--- config.mk ---
export PLATFORM = sky130hd
export DESIGN_NAME = m72_int_ack_flat
export DESIGN_NICKNAME = d
export VERILOG_FILES = /design/src/rtl/m72_pkg.sv /design/src/rtl/m72_int_ack_if.sv /design/src/rtl/m72_int_ack.sv /design/src/flat_wrapper.sv
export SDC_FILE = /design/constraint.sdc
export NUM_CORES = 1
export LEC_CHECK = 0
export ABC_AREA = 0
export BUFFER_PORTS_ARGS = -buffer_cell sky130_fd_sc_hd__buf_2
export CELL_PAD_IN_SITES_DETAIL_PLACEMENT = 2
export CELL_PAD_IN_SITES_GLOBAL_PLACEMENT = 2
export CORE_ASPECT_RATIO = 1.1
export CORE_MARGIN = 2
export CORE_UTILIZATION = 35
export DETAILED_ROUTE_END_ITERATION = 8
export PLACE_DENSITY = 0.9
export RECOVER_POWER = 50
export SKIP_CTS_REPAIR_TIMING = 1
export SLEW_MARGIN = 25
export SYNTH_ARGS = -nofsm -noshare
export SYNTH_HDL_FRONTEND = slang
export SYNTH_SLANG_ARGS = --single-unit
export TNS_END_PERCENT = 5
--- constraint.sdc ---
create_clock -name clk -period 4.7 [get_ports clk]
set_input_delay 0.47 -clock clk [delete_from_list [all_inputs] [get_ports clk]]
set_output_delay 0.47 -clock clk [all_outputs]
set_load 0.03 [all_outputs]
--- src/rtl/m72_pkg.sv ---
// rtl/m72_pkg.sv - shared types for the m72 interrupt acknowledge responder
package m72_pkg;

  typedef enum logic [2:0] {
    IA_IDLE    = 3'd0,
    IA_ACK     = 3'd1,
    IA_RD_IP   = 3'd2,
    IA_RD_CS   = 3'd3,
    IA_DELIVER = 3'd4
  } int_ack_state_t;

  localparam int IVT_ENTRY_BYTES = 4;

  // Vector table entry address; the 9-bit byte offset is zero-extended into 20 bits.
  function automatic logic [19:0] ivt_addr(input logic [19:0] base, input logic [8:0] offset);
    return base + {11'd0, offset};
  endfunction

endpackage

--- src/rtl/m72_int_ack_if.sv ---
// rtl/m72_int_ack_if.sv - controller handshake, IVT memory port and vector delivery bundle
interface m72_int_ack_if;
  logic        int_req;
  logic [8:0]  int_vector;
  logic        int_ack;
  logic        busy;
  logic        mem_req;
  logic [19:0] mem_addr;
  logic        mem_ack;
  logic [15:0] mem_din;
  logic        vec_valid;
  logic [15:0] vec_ip;
  logic [15:0] vec_cs;
  logic        vec_nmi;
  logic        vec_accept;

  modport master (
    input  int_req, int_vector, mem_ack, mem_din, vec_accept,
    output int_ack, busy, mem_req, mem_addr, vec_valid, vec_ip, vec_cs, vec_nmi
  );

  modport slave (
    output int_req, int_vector, mem_ack, mem_din, vec_accept,
    input  int_ack, busy, mem_req, mem_addr, vec_valid, vec_ip, vec_cs, vec_nmi
  );
endinterface

--- src/rtl/m72_int_ack.sv ---
// rtl/m72_int_ack.sv - accepts INTR/NMI at instruction boundaries, acks the PIC and fetches CS:IP from the IVT
module m72_int_ack
  import m72_pkg::*;
#(
  parameter logic [19:0] IVT_BASE   = 20'h00000,
  parameter int          NMI_VECTOR = 2
) (
  input  logic clk,
  input  logic reset,
  input  logic ce,
  input  logic nmi,
  input  logic if_flag,
  input  logic boundary,
  m72_int_ack_if.master bus
);

  localparam logic [2:0] S_IDLE    = IA_IDLE;
  localparam logic [2:0] S_ACK     = IA_ACK;
  localparam logic [2:0] S_RD_IP   = IA_RD_IP;
  localparam logic [2:0] S_RD_CS   = IA_RD_CS;
  localparam logic [2:0] S_DELIVER = IA_DELIVER;

  localparam logic [8:0] NMI_OFFSET = 9'(NMI_VECTOR * IVT_ENTRY_BYTES);

  logic [2:0]  state_q, state_d;
  logic        int_ack_q, int_ack_d;
  logic        mem_req_q, mem_req_d;
  logic [19:0] mem_addr_q, mem_addr_d;
  logic        vec_valid_q, vec_valid_d;
  logic        vec_nmi_q, vec_nmi_d;
  logic [15:0] vec_ip_q, vec_ip_d;
  logic [15:0] vec_cs_q, vec_cs_d;
  logic [8:0]  offset_q, offset_d;
  logic        nmi_pending_q, nmi_pending_d;
  logic        nmi_prev_q, nmi_prev_d;

  logic nmi_edge;
  logic nmi_hit;
  logic word_done;

  // An edge arriving in the very cycle IDLE decides still wins over int_req.
  assign nmi_edge  = nmi & ~nmi_prev_q;
  assign nmi_hit   = nmi_pending_q | nmi_edge;
  assign word_done = mem_req_q & bus.mem_ack;

  always_comb begin
    state_d       = state_q;
    int_ack_d     = int_ack_q;
    mem_req_d     = mem_req_q;
    mem_addr_d    = mem_addr_q;
    vec_valid_d   = vec_valid_q;
    vec_nmi_d     = vec_nmi_q;
    vec_ip_d      = vec_ip_q;
    vec_cs_d      = vec_cs_q;
    offset_d      = offset_q;
    nmi_pending_d = nmi_pending_q;
    nmi_prev_d    = nmi_prev_q;

    if (ce) begin
      nmi_prev_d = nmi;
      if (nmi_edge) begin
        nmi_pending_d = 1'b1;
      end

      case (state_q)
        S_IDLE: begin
          if (boundary) begin
            if (nmi_hit) begin
              nmi_pending_d = 1'b0;
              vec_nmi_d     = 1'b1;
              mem_req_d     = 1'b1;
              mem_addr_d    = ivt_addr(IVT_BASE, NMI_OFFSET);
              state_d       = S_RD_IP;
            end else if (bus.int_req && if_flag) begin
              offset_d  = bus.int_vector;
              vec_nmi_d = 1'b0;
              int_ack_d = 1'b1;
              state_d   = S_ACK;
            end
          end
        end

        S_ACK: begin
          int_ack_d  = 1'b0;
          mem_req_d  = 1'b1;
          mem_addr_d = ivt_addr(IVT_BASE, offset_q);
          state_d    = S_RD_IP;
        end

        S_RD_IP: begin
          if (word_done) begin
            vec_ip_d   = bus.mem_din;
            mem_addr_d = mem_addr_q + 20'd2;
            state_d    = S_RD_CS;
          end
        end

        S_RD_CS: begin
          if (word_done) begin
            vec_cs_d    = bus.mem_din;
            mem_req_d   = 1'b0;
            vec_valid_d = 1'b1;
            state_d     = S_DELIVER;
          end
        end

        S_DELIVER: begin
          if (bus.vec_accept) begin
            vec_valid_d = 1'b0;
            state_d     = S_IDLE;
          end
        end

        default: begin
          state_d     = S_IDLE;
          int_ack_d   = 1'b0;
          mem_req_d   = 1'b0;
          vec_valid_d = 1'b0;
        end
      endcase
    end
  end

  always_ff @(posedge clk or posedge reset) begin
    if (reset) begin
      state_q       <= S_IDLE;
      int_ack_q     <= 1'b0;
      mem_req_q     <= 1'b0;
      mem_addr_q    <= 20'd0;
      vec_valid_q   <= 1'b0;
      vec_nmi_q     <= 1'b0;
      vec_ip_q      <= 16'd0;
      vec_cs_q      <= 16'd0;
      offset_q      <= 9'd0;
      nmi_pending_q <= 1'b0;
      nmi_prev_q    <= 1'b0;
    end else begin
      state_q       <= state_d;
      int_ack_q     <= int_ack_d;
      mem_req_q     <= mem_req_d;
      mem_addr_q    <= mem_addr_d;
      vec_valid_q   <= vec_valid_d;
      vec_nmi_q     <= vec_nmi_d;
      vec_ip_q      <= vec_ip_d;
      vec_cs_q      <= vec_cs_d;
      offset_q      <= offset_d;
      nmi_pending_q <= nmi_pending_d;
      nmi_prev_q    <= nmi_prev_d;
    end
  end

  assign bus.int_ack   = int_ack_q;
  assign bus.busy      = (state_q != S_IDLE);
  assign bus.mem_req   = mem_req_q;
  assign bus.mem_addr  = mem_addr_q;
  assign bus.vec_valid = vec_valid_q;
  assign bus.vec_ip    = vec_ip_q;
  assign bus.vec_cs    = vec_cs_q;
  assign bus.vec_nmi   = vec_nmi_q;

endmodule

--- src/flat_wrapper.sv ---
// flat-port wrapper written by rule: the top's interface ports become plain ports
module m72_int_ack_flat import m72_pkg::*;
#(
  parameter logic [19:0] IVT_BASE   = 20'h00000,
  parameter int          NMI_VECTOR = 2
)
  (clk, reset, ce, nmi, if_flag, boundary, bus_int_req, bus_int_vector, bus_mem_ack, bus_mem_din, bus_vec_accept, bus_int_ack, bus_busy, bus_mem_req, bus_mem_addr, bus_vec_valid, bus_vec_ip, bus_vec_cs, bus_vec_nmi);
  m72_int_ack_if bus_i ();
  input  logic clk;
  input  logic reset;
  input  logic ce;
  input  logic nmi;
  input  logic if_flag;
  input  logic boundary;
  input wire logic [$bits(bus_i.int_req)-1:0] bus_int_req;
  input wire logic [$bits(bus_i.int_vector)-1:0] bus_int_vector;
  input wire logic [$bits(bus_i.mem_ack)-1:0] bus_mem_ack;
  input wire logic [$bits(bus_i.mem_din)-1:0] bus_mem_din;
  input wire logic [$bits(bus_i.vec_accept)-1:0] bus_vec_accept;
  output wire logic [$bits(bus_i.int_ack)-1:0] bus_int_ack;
  output wire logic [$bits(bus_i.busy)-1:0] bus_busy;
  output wire logic [$bits(bus_i.mem_req)-1:0] bus_mem_req;
  output wire logic [$bits(bus_i.mem_addr)-1:0] bus_mem_addr;
  output wire logic [$bits(bus_i.vec_valid)-1:0] bus_vec_valid;
  output wire logic [$bits(bus_i.vec_ip)-1:0] bus_vec_ip;
  output wire logic [$bits(bus_i.vec_cs)-1:0] bus_vec_cs;
  output wire logic [$bits(bus_i.vec_nmi)-1:0] bus_vec_nmi;
  assign bus_i.int_req = bus_int_req;
  assign bus_i.int_vector = bus_int_vector;
  assign bus_i.mem_ack = bus_mem_ack;
  assign bus_i.mem_din = bus_mem_din;
  assign bus_i.vec_accept = bus_vec_accept;
  assign bus_int_ack = bus_i.int_ack;
  assign bus_busy = bus_i.busy;
  assign bus_mem_req = bus_i.mem_req;
  assign bus_mem_addr = bus_i.mem_addr;
  assign bus_vec_valid = bus_i.vec_valid;
  assign bus_vec_ip = bus_i.vec_ip;
  assign bus_vec_cs = bus_i.vec_cs;
  assign bus_vec_nmi = bus_i.vec_nmi;
  m72_int_ack #(.IVT_BASE(IVT_BASE), .NMI_VECTOR(NMI_VECTOR)) u_core (.clk(clk), .reset(reset), .ce(ce), .nmi(nmi), .if_flag(if_flag), .boundary(boundary), .bus(bus_i));
endmodule
==> flow_metrics.py, run 1 <==
metrics = {
    "sta": {
        "setup_viol": 0,
        "fin_tns_setup_ns": 0,
        "skew_ns": 0.0120,
        "hold_violations": 0,
        "maxSlewHeadroom_pct": -49.0,
        "maxSlewViolCount": 41,
        "grt_setup_unrepaired": "false",
        "worst_pin_slew_ns": 2.23,
        "finalCritPeriodShare_pct": 65.5,
        "layout_min_cycle_time_ns": 3.08,
        "fmax_mhz": 325,
    },
    "synth": {
        "syn-instance-count": 291,
        "synth.area.top_cells": "dfrtp_1 54%, mux2_2 15%, o21ai_0 3.7%, nand2_1 3.0%, a21oi_1 2.5%",
        "synth.largest_area_cell": "dfrtp_1",
        "synth_fp_nets": 326,
        "synth_flop_cell": "dfrtp_1",
        "synth.most_common_cell": "dfrtp_1",
        "synth_top_area_share_pct": 54.3,
        "syn_area_mm2": 0.00323,
        "async_flop_share_pct": 100,
        "synth_edf_count": 0,
        "avgSynthCellArea_um2": 11.1,
        "synth_common_cells": "70 x dfrtp_1, 43 x mux2_2, 26 x nand2_1",
        "yosysWarningCount": 0,
        "synthDistinctLibCells": 45,
        "ys_seq_area_share_pct": 54.3,
        "ys_seq_elements": 70,
    },
    "grt": {
        "grt_pass1_vias": 3022,
        "grt_use_total_pct": 20.6,
        "grt_pass1_wl_mm": 15.8,
        "grt_max_degree": 41,
        "antenna_found_initial": 0,
        "grt.overflow.total": 0,
    },
    "placed_design": {
        "placedCellCount": 483,
        "place_hpwl_mm": 6.93,
        "gp_congestion": 0.757,
        "io_buffers": 90,
    },
    "detailed_routing": {
        "drt_pass1_iterations": 4,
        "wl_mm": 9.57,
        "drc": 0,
        "vias": 2695,
        "ant_nets": 0,
        "viasPerCell": 5.40,
        "wl_per_cell_um": 19.2,
        "drt_iter0_markers": 84,
    },
    "cts": {
        "clock-sinks": 70,
        "clk_latency_ns": 0.36,
        "cts_root_buf": "clkbuf_8",
        "cts_buffers": 9,
        "cts-htree-levels": 3,
        "cts_tree": "done",
        "clkTransAtPathRegs_ns": 0.08,
        "clockBufferDepth": 2,
    },
    "cells_and_area": {
        "area_delta_synth_final_pct": 21.3,
        "antenna_cells": 0,
        "fillers": 992,
        "finish.utilization_pct": 43.9,
        "stdcell_count": 499,
        "nNetsFinal": 415,
        "drive_gt1_share_pct": 33.5,
    },
    "die": {
        "io_pins": 91,
        "die_area_mm2": 0.0100,
        "start_util_pct": 36.2,
        "die_y_um": 105,
        "row_count": 36,
        "die_w_um": 95.6,
        "design.core.area_mm2": 0.00892,
    },
    "flow_run": {
        "cap_viol_max_count": 1,
    },
    "hold_path": {
        "hold_class": "input pin to flop",
    },
    "outcome": {
        "violations": "capacitance limit, slew limit",
        "status": "finished with violations",
    },
    "critical_path": {
        "worstPathArrival_ns": 3.09,
        "start_kind": "input pin",
        "critPathKind": "input pin to async pin",
        "end_kind": "async pin",
        "cp.required_ns": 4.71,
        "cp_max_fo": 40,
    },
    "pwr": {
        "p_leak_nw": 1.77,
        "power_density_mw_per_mm2": 679,
        "peakVddDrop_mv": 0.329,
    },
}
==> report_power, final <==
group | internal, mW | total [mW] | switching [mW] | leakage [nW]
combinational | 0.360 | 1.14 | 0.777 | 0.784
sequential | 0.830 | 1.03 | 0.201 | 0.896
clock | 0.246 | 0.488 | 0.242 | 0.0935
total | 1.44 | 2.66 | 1.22 | 1.77
==> placed cells by master (no fill, tap or decap), types with 3 or more instances in the layout <==
cell type and count:
nor2b_1 3, dfrtp_1 70, or4_1 4, or3_1 8, nand2_1 26, a21oi_1 16, clkbuf_1 30, and2_1 4
a21o_1 4, nand4_1 6, o21ai_0 24, clkbuf_8 9, inv_1 7, nand3_1 11, nor4_1 4, buf_2 63
nor3_1 5, mux2_2 43, nor2_1 13
==> cell type report <==
| cell class | count | area, µm² | area share, % |
|---|---|---|---|
| clock inverter | 5 | 60.1 | 1.53 |
| multi-input combinational | 200 | 1370 | 35.1 |
| inverter | 7 | 26.3 | 0.671 |
| timing repair buffer | 92 | 428 | 10.9 |
| clock buffer | 11 | 131 | 3.36 |
| tap | 114 | 143 | 3.64 |
| sequential | 70 | 1750 | 44.8 |
==> through the flow <==
| step | setup slack (ns) | instance area (µm²) | power [mW] | hold slack (ns) |
|---|---|---|---|---|
| after detailed placement | 1.89 | 3760 | 2.22 | 0.490 |
| after global routing | 0.916 | 3910 | 2.82 | 0.328 |
| after global placement | 2.05 | 3760 | 2.14 | 0.453 |
| after CTS | 1.86 | 3950 | 2.72 | 0.200 |
| final | 1.62 | 3910 | 2.66 | 0.333 |
| after floorplan | 2.46 | 3230 | 1.85 | 0.461 |
==> state kept, by name, indices dropped and copies added, names as in the netlist <==
register	count
u_core.bus.mem_req	1
u_core.bus.vec_ip	16
u_core.bus.vec_nmi	1
u_core.bus.vec_valid	1
u_core.state_q	3
u_core.bus.int_ack	1
u_core.nmi_pending_q	1
u_core.bus.mem_addr	20
u_core.bus.vec_cs	16
u_core.nmi_prev_q	1
u_core.offset_q	9
==> kinds of logic after synthesis <==
group,count (synthesis),synth area share [%]
adder cells (fa/ha/maj),1,0.388
buffers and inverters,21,3.14
multiplexers,44,15.3
AO/OA/AOI/OAI,58,10.6
flip-flops,70,54.3
AND/OR/NAND/NOR,97,16.2
==> per-layer routing <==
metal,GRT usage (%),wire [µm],vias up
li1,-,-,1236
met2,35.3,5050,76
met5,0,0,-
met4,6.43,137,0
met3,7.21,641,11
met1,23.8,3740,1372
==> worst max-delay path, stage by stage <==
cell and delay (ns):
buf_2 0.09, inv_1 0.83, clkbuf_1 1.67
==> final timing paths <==
path	startpoint	to	slack, ns	depth (start not counted)
worst max-delay path	reset	u_core.bus.mem_addr[17]	1.62	3
worst min-delay path	bus_int_vector[7]	u_core.offset_q[7]	0.33	2
worst max register to register	u_core.state_q[2]	u_core.bus.mem_addr[15]	1.88	5
worst min register to register	u_core.bus.mem_addr[0]	u_core.bus.mem_addr[0]	0.49	2
max in group clk	u_core.state_q[2]	u_core.bus.mem_addr[15]	1.88	5
min in group asynchronous	reset	u_core.bus.vec_ip[10]	0.41	2
Power figures use the tool's default switching activity.
==> run 2, diff against run 1 <==
- CORE_UTILIZATION: 35 -> 32
- PLACE_DENSITY: 0.9 -> 0.83
- clock period: 4.7 -> 3.07 ns (I/O delays scaled with it)
==> run 2 against run 1 <==
The flow still finishes with violations (capacitance limit, slew limit). Routed wire length down 3.1%. First-iteration DRC count shrank 29%. Combinational power rose by 53%. Sequential cell count stayed put. Final cell count is 1.8% higher. Worst setup slack worse by 1.1 ns. Worst hold slack lost 0.15 ns. Via count is essentially flat. Sequential share of layout area fell by 0.44 points. Cell area is 0.99% higher. Count of clock-buffer cells in the layout fell by 2. Total power rose by 53%. Critical endpoint is now u_core.bus.mem_addr[10]. Highest routed layer unchanged.
==> flow_metrics.py, run 2 (synthesis gave the netlist of run 1 again) <==
metrics = {
    "cells_and_area": {
        "drive_gt1_share_pct": 34.5,
        "nNetsFinal": 418,
        "antenna_cells": 0,
        "final_cell_mix": "70 x dfrtp_1, 63 x buf_2, 43 x mux2_2, 27 x clkbuf_1, 26 x nand2_1",
        "fillers": 1077,
        "multi_input_area_mm2": 0.00137,
        "regArea_mm2": 0.00175,
        "finish.utilization_pct": 40.2,
        "largest_reg_flops": 20,
        "final_common_cell": "dfrtp_1",
        "area_delta_synth_final_pct": 22.5,
        "stdcell_count": 508,
    },
    "sta": {
        "worst_pin_slew_ns": 1.71,
        "maxSlewViolCount": 68,
        "timing.hold.ws_ns": 0.182,
        "maxSlewHeadroom_pct": -14.2,
        "setup_viol": 0,
        "fin_tns_setup_ns": 0,
        "hold_violations": 0,
        "layout_min_cycle_time_ns": 2.53,
        "fmax_mhz": 396,
        "skew_ns": 0.00934,
        "grt_setup_unrepaired": "false",
        "finalCritPeriodShare_pct": 82.3,
    },
    "critical_path": {
        "cp_max_fo": 34,
        "path_buf_inv": 0,
        "path_cells": "or4_4 -> nand4b_1 -> a211o_1 -> o21ai_0 -> a21oi_1",
        "crit_path_top_delay_cell": "a211o_1",
        "critPathKind": "flop to flop",
        "cpPeakStageDelay_ns": 0.74,
        "regToRegStartpoint": "u_core.state_q[2]",
        "ff2ff_setup_slack_ns": 0.54,
        "critPathTopFamily": "compound AO/OA/AOI/OAI gates",
        "cp.required_ns": 3.34,
        "end_kind": "flop",
        "worstSetupStartpoint": "u_core.state_q[2]",
        "worstPathArrival_ns": 2.80,
        "start_kind": "flop",
    },
    "placed_design": {
        "place_hpwl_mm": 6.67,
        "io_buffers": 90,
        "gp_congestion": 0.745,
        "placedCellCount": 491,
    },
    "die": {
        "die_y_um": 109,
        "row_count": 38,
        "die_area_mm2": 0.0109,
        "io_pins": 91,
        "die_w_um": 99.7,
        "design.core.area_mm2": 0.00984,
        "start_util_pct": 32.8,
    },
    "detailed_routing": {
        "wl_mm": 9.28,
        "wl_per_cell_um": 18.3,
        "drt_pass1_iterations": 4,
        "drt_iter0_markers": 60,
        "vias": 2696,
        "viasPerCell": 5.31,
        "ant_nets": 0,
        "drc": 0,
    },
    "cts": {
        "cts_tree": "done",
        "clkTransAtPathRegs_ns": 0.08,
        "clockBufferDepth": 2,
        "cts-htree-levels": 3,
        "clock-sinks": 70,
        "cts_buffers": 9,
        "cts_root_buf": "clkbuf_8",
        "clk_latency_ns": 0.36,
    },
    "grt": {
        "grt_pass1_vias": 2987,
        "antenna_found_initial": 0,
        "grt.overflow.total": 0,
        "grt_use_total_pct": 18.1,
        "grt_pass1_wl_mm": 15.3,
        "grt_max_degree": 68,
    },
    "hold_path": {
        "hold_class": "input pin to flop",
        "hp-start": "bus_int_vector[5]",
    },
    "pwr": {
        "power.total_mw": 4.07,
        "p_clk_share_pct": 18.7,
        "p_switching_mw": 1.86,
        "power_frac_comb_pct": 42.9,
        "p_leak_nw": 1.79,
        "seq_power_share_pct": 38.5,
        "power_density_mw_per_mm2": 1030,
        "peakVddDrop_mv": 0.498,
        "p_sw_share_pct": 45.7,
        "p_int_mw": 2.21,
    },
    "flow_run": {
        "cap_viol_max_count": 1,
    },
    "outcome": {
        "violations": "capacitance limit, slew limit",
        "status": "finished with violations",
    },
}
-- run 2: worst paths after layout --
path                                      endpoint  cells after the start
min in group asynchronous     u_core.bus.vec_cs[2]                      3
hold reg to reg             u_core.bus.mem_addr[0]                      2
max in group asynchronous    u_core.bus.vec_ip[14]                      4
hold / removal                  u_core.offset_q[5]                      2
setup reg to reg           u_core.bus.mem_addr[10]                      5
setup / recovery           u_core.bus.mem_addr[10]                      5
-- run 2: power groups by stage --
| stage | logic [mW] | clock network (mW) | registers (mW) |
|---|---|---|---|
| after floorplan | 0.819 | 0 | 2.01 |
| final | 1.74 | 0.761 | 1.57 |
| after CTS | 1.83 | 0.789 | 1.57 |
| after detailed placement | 1.82 | 0 | 1.58 |
| after global routing | 1.89 | 0.834 | 1.63 |
| after global placement | 1.75 | 0 | 1.55 |
-- run 2: through the flow --
step | setup slack, ns | area [µm²]
6_report | 0.542 | 3950
5_1_grt | 0.349 | 3950
4_1_cts | 0.544 | 3990
3_5_place_dp | 0.551 | 3790
3_3_place_gp | 0.687 | 3790
2_1_floorplan | 0.860 | 3230
-- run 2: final cells by class --
cell class	instances	area share [%]
Clock buffer	9	3.13
Inverter	7	0.665
Multi-Input combinational cell	200	34.8
Timing Repair Buffer	95	11.5
Sequential cell	70	44.3
Tap cell	120	3.80
Clock inverter	7	1.84
-- run 2: layer usage --
layer / global-route usage, % / wire [µm]
met2: 31.2 / 4700
met5: 0 / 0
met3: 6.23 / 689
met4: 6.16 / 148
met1: 21.3 / 3730
